`src/rtl/mux_rr_arbiter_pkg.sv`:
```
// Shared definitions for the two-requester round-robin arbiter:
// requester ids, default payload width and the output-register state.
package mux_rr_arbiter_pkg;

    localparam int unsigned DEFAULT_WIDTH = 64;

    localparam logic SRC_A = 1'b0;
    localparam logic SRC_B = 1'b1;

    typedef enum logic {
        EMPTY = 1'b0,
        FULL  = 1'b1
    } out_state_t;

endpackage

```
`src/rtl/mux_rr_arbiter_mux.sv`:
```
// Plain 2:1 data selector: sel=0 passes a, sel=1 passes b.
module mux_rr_arbiter_mux #(
    parameter int unsigned WIDTH = 64
) (
    input  logic [WIDTH-1:0] a,
    input  logic [WIDTH-1:0] b,
    input  logic             sel,
    output logic [WIDTH-1:0] data
);

    always_comb begin
        data = sel ? b : a;
    end

endmodule

```
`src/rtl/mux_rr_arbiter.sv`:
```
// Two-input round-robin arbiter feeding a single registered output slot
// with valid/ready handshakes on both sides.
module mux_rr_arbiter
    import mux_rr_arbiter_pkg::*;
#(
    parameter int unsigned WIDTH = DEFAULT_WIDTH
) (
    input  logic             clk,
    input  logic             reset_n,
    input  logic             a_valid,
    input  logic [WIDTH-1:0] a_data,
    output logic             a_ready,
    input  logic             b_valid,
    input  logic [WIDTH-1:0] b_data,
    output logic             b_ready,
    output logic             out_valid,
    output logic [WIDTH-1:0] out_data,
    output logic             out_src,
    input  logic             out_ready
);

    out_state_t       state;
    logic             ptr;
    logic             grant;
    logic             has_grant;
    logic             load_en;
    logic             xfer;
    logic [WIDTH-1:0] sel_data;

    assign out_valid = (state == FULL);
    assign load_en   = !out_valid || out_ready;

    always_comb begin
        has_grant = a_valid || b_valid;
        grant     = ptr;
        if (a_valid && !b_valid) begin
            grant = SRC_A;
        end else if (b_valid && !a_valid) begin
            grant = SRC_B;
        end
    end

    // reset_n gating keeps both readies low while reset is held, even between edges
    assign a_ready = reset_n && load_en && has_grant && (grant == SRC_A);
    assign b_ready = reset_n && load_en && has_grant && (grant == SRC_B);
    assign xfer    = (a_valid && a_ready) || (b_valid && b_ready);

    mux_rr_arbiter_mux #(
        .WIDTH(WIDTH)
    ) u_mux (
        .a    (a_data),
        .b    (b_data),
        .sel  (grant),
        .data (sel_data)
    );

    always_ff @(posedge clk or negedge reset_n) begin
        if (!reset_n) begin
            state    <= EMPTY;
            out_data <= '0;
            out_src  <= SRC_A;
            ptr      <= SRC_A;
        end else begin
            if (xfer) begin
                state    <= FULL;
                out_data <= sel_data;
                out_src  <= grant;
                ptr      <= ~grant;
            end else if (out_ready) begin
                state <= EMPTY;
            end
        end
    end

endmodule
```
`config.mk`:
```
export PLATFORM = sky130hd
export DESIGN_NAME = mux_rr_arbiter
export DESIGN_NICKNAME = d
export VERILOG_FILES = /design/src/rtl/mux_rr_arbiter_pkg.sv /design/src/rtl/mux_rr_arbiter_mux.sv /design/src/rtl/mux_rr_arbiter.sv
export SDC_FILE = /design/constraint.sdc
export NUM_CORES = 1
export LEC_CHECK = 0
export ABC_AREA = 1
export BUFFER_PORTS_ARGS = -buffer_cell sky130_fd_sc_hd__buf_2
export CORE_MARGIN = 10
export CORE_UTILIZATION = 46
export DETAILED_ROUTE_END_ITERATION = 10
export GPL_TIMING_DRIVEN = 0
export PLACE_DENSITY = 0.85
export SYNTH_ARGS = -nofsm -noshare
export SYNTH_HDL_FRONTEND = slang
export SYNTH_SLANG_ARGS = --single-unit
export TNS_END_PERCENT = 100
```
`constraint.sdc`:
```
create_clock -name clk -period 2 [get_ports clk]
set_input_delay 0.2 -clock clk [delete_from_list [all_inputs] [get_ports clk]]
set_output_delay 0.2 -clock clk [all_outputs]
set_load 0.005 [all_outputs]
```
==> results.py <==
metrics = {
    "outcome": {
        "status": "finished, violations left",
        "violations": "hold timing",
    },
    "synthesis": {
        "synth_seq_area_share_pct": 52.49,
        "muxShareOfSynthArea_pct": 0,
        "synthSimpleGateAreaFrac_pct": 38.97,
        "netlist_area_mm2": 0.003194,
        "syn_avg_cell_area_um2": 8.451,
        "synthAdderAreaFrac_pct": 0,
        "syn_inst": 378,
        "ys_ff_latch": 67,
        "synth_fp_nets": 511,
        "synth_top_family_by_area": "simple AND/OR/NAND/NOR gates",
        "synth_compound_area_share_pct": 0.9401,
        "netlist_top_cells_area": "dfrtp_1 52%, nand3_1 30%, nand2_1 8.6%",
        "yosysWarnings": 0,
        "yosysTopAreaCell": "dfrtp_1",
        "ys_types": 15,
        "synth.top_cell.area_share_pct": 52.49,
        "synth_xor_area_share_pct": 0,
    },
    "final_layout": {
        "n_antenna_cell": 0,
        "nFillCells": 579,
        "drive_gt1_share_pct": 41.99,
        "multiInputGateArea_mm2": 0.001275,
        "final_util_pct": 66.54,
        "final_common_cell": "buf_2",
        "stdcell_count": 673,
        "regArea_mm2": 0.001677,
        "final_cell_area_mm2": 0.004496,
        "syn_to_final_growth_pct": 40.74,
        "final_cell_mix": "210 x buf_2, 192 x nand3_1, 73 x nand2_1, 67 x dfrtp_1, 16 x buf_4",
        "fin_nets": 722,
    },
    "route": {
        "drc": 0,
        "drt_iter0_drc": 192,
        "viasPerCell": 5.475,
        "vias": 3685,
        "drt-total-wl_um": 11840,
        "first_pass_iters": 5,
        "ant_nets": 0,
        "routedWlPerCell_um": 17.59,
    },
    "setup_path": {
        "cp_common_cell": "buf_2",
        "end_kind": "output port",
        "reg2reg_depth": 6,
        "crit_type": "reg2out",
        "rr_startpoint": "out_valid$_DFFE_PN0P_",
        "slowest_stage": "dfrtp_1",
        "slowest_delay_ps": 410,
        "startpoint": "ptr$_DFFE_PN0P_",
        "crit_path_max_fanout": 10,
        "rr_endpoint": "out_data[31]$_DFFE_PN0P_",
        "worstPathArrival_ps": 1600,
        "reg2reg_slack_ps": 630,
        "endpoint": "a_ready",
        "crit_chain": "a21oi_2, buf_4, buf_2, nand2_1, inv_2, buf_2",
        "critPathLaunchType": "register",
        "required_ps": 1800,
    },
    "timing": {
        "rsz0062_at_grt": "false",
        "slew_violations": 0,
        "worst_slew_pin_slew_ps": 626.4,
        "fin_crit_ps": 1803,
        "skew_ps": 7.098,
        "setup_viol": 0,
        "fmax_mhz": 554.7,
        "post-route-period-util_pct": 90.13,
        "finalHoldViolations": 67,
        "slew_headroom_pct": 58.24,
        "hold_slack_ps": -153.0,
    },
    "placed_design": {
        "place_area_mm2": 0.004298,
        "place_inst": 658,
        "post-dp-hpwl_um": 9142,
        "port_buffers": 200,
        "routabilityCongestion": 0.8129,
    },
    "clocking": {
        "cts-root-buf": "clkbuf_8",
        "clk_path_buf_depth": 2,
        "insertion_delay_ps": 330,
        "ctsHtreeMaxLevel": 3,
        "clkSlewWorstSetupHoldPaths_ps": 70,
        "cts_num_sinks": 67,
        "cts_tree": "yes",
        "post_cts_buffers": 0,
        "cts_made_buffers": 9,
    },
    "floorplanning": {
        "core_area_mm2": 0.006756,
        "die_y_um": 103.3,
        "die_w_um": 103.3,
        "row_count": 30,
        "ioPinCount": 201,
        "initial_core_util_pct": 47.28,
        "dieArea_mm2": 0.01068,
    },
    "global_routing": {
        "grt_pass1_wl_um": 17900,
        "grt_pass1_vias": 3760,
        "grt.total_usage_pct": 21.33,
        "overflow": 0,
        "grt_max_degree": 70,
        "antenna_found_initial": 0,
    },
    "run": {
        "drv_cap": 0,
    },
    "power": {
        "power_mw": 3.999,
        "p_leak_nw": 2.488,
        "power_density_mw_per_mm2": 889.5,
        "irDropWorstVdd_v": 0.0004962,
    },
    "hold_path": {
        "worstHoldPathType": "in2async",
    },
}
critical path: cells and delay by family (launching register included):
kind                   cells  cell delay, ps
buffers and inverters      4             600
flip-flops                 1             410
AO/OA/AOI/OAI              1             160
AND/OR/NAND/NOR            1             110
how the worst min path moves through the flow:
stage                                    end  slack (ps)  cells past startpoint
floorplan            out_data[0]$_DFFE_PN0P_        -100                      0
global placement    out_data[26]$_DFFE_PN0P_         440                      3
detailed placement  out_data[22]$_DFFE_PN0P_         380                      1
CTS                 out_data[22]$_DFFE_PN0P_        -110                      1
global route        out_data[23]$_DFFE_PN0P_         -90                      1
finish              out_data[23]$_DFFE_PN0P_        -150                      1
where the power goes:
group	switching, mW	internal, mW
clock network	0.490	0.637
logic	0.593	0.505
registers	0.147	1.63
total	1.23	2.77
synthesized netlist by cell type:
master / count
a21oi_1: 1
dfrtp_1: 67
a21oi_4: 1
nand2_1: 73
nand3_1: 192
buf_6: 1
buf_4: 16
clkbuf_1: 4
clkbuf_4: 1
buf_2: 11
inv_2: 4
inv_1: 3
nand3_2: 1
a21oi_2: 1
buf_1: 2
timing repair:
action                                  4_1_cts  5_1_grt
endpoints found under the setup margin        2        0
resized for setup                             1        0
endpoints found under the hold margin        67       67
cell type report:
class / instances / share of cell area, %
inverter: 7 / 0.5845
timing repair buffer: 200 / 22.40
sequential: 67 / 37.29
clock buffer: 13 / 3.535
buffer: 35 / 4.815
tap: 80 / 2.227
multi-input combinational: 269 / 28.36
clock inverter: 2 / 0.7793
per-stage QoR:
step | setup WS (ps) | TNS, ps
global route | 62.26 | 0
CTS | 168.6 | 0
global placement | -502.8 | -23720
floorplan | 809.2 | 0
finish | 197.3 | 0
detailed placement | -34.80 | -54.51
flip-flops by register name (all words and copies together), names as in the netlist:
signal / flops
out_src: 1
out_valid: 1
ptr: 1
out_data: 64
kinds of logic after synthesis:
logic type | after synthesis
AOI/OAI and AO/OA | 3
buffers and inverters | 42
DFF | 67
and+or+nand+nor | 266
layer usage:
metal	track usage [%]	wire length [um]
met5	0	0
met4	8.556	310
met3	5.847	1067
met2	35.93	5905
met1	25.19	4554
No activity file was read; power rests on OpenSTA's default activity.
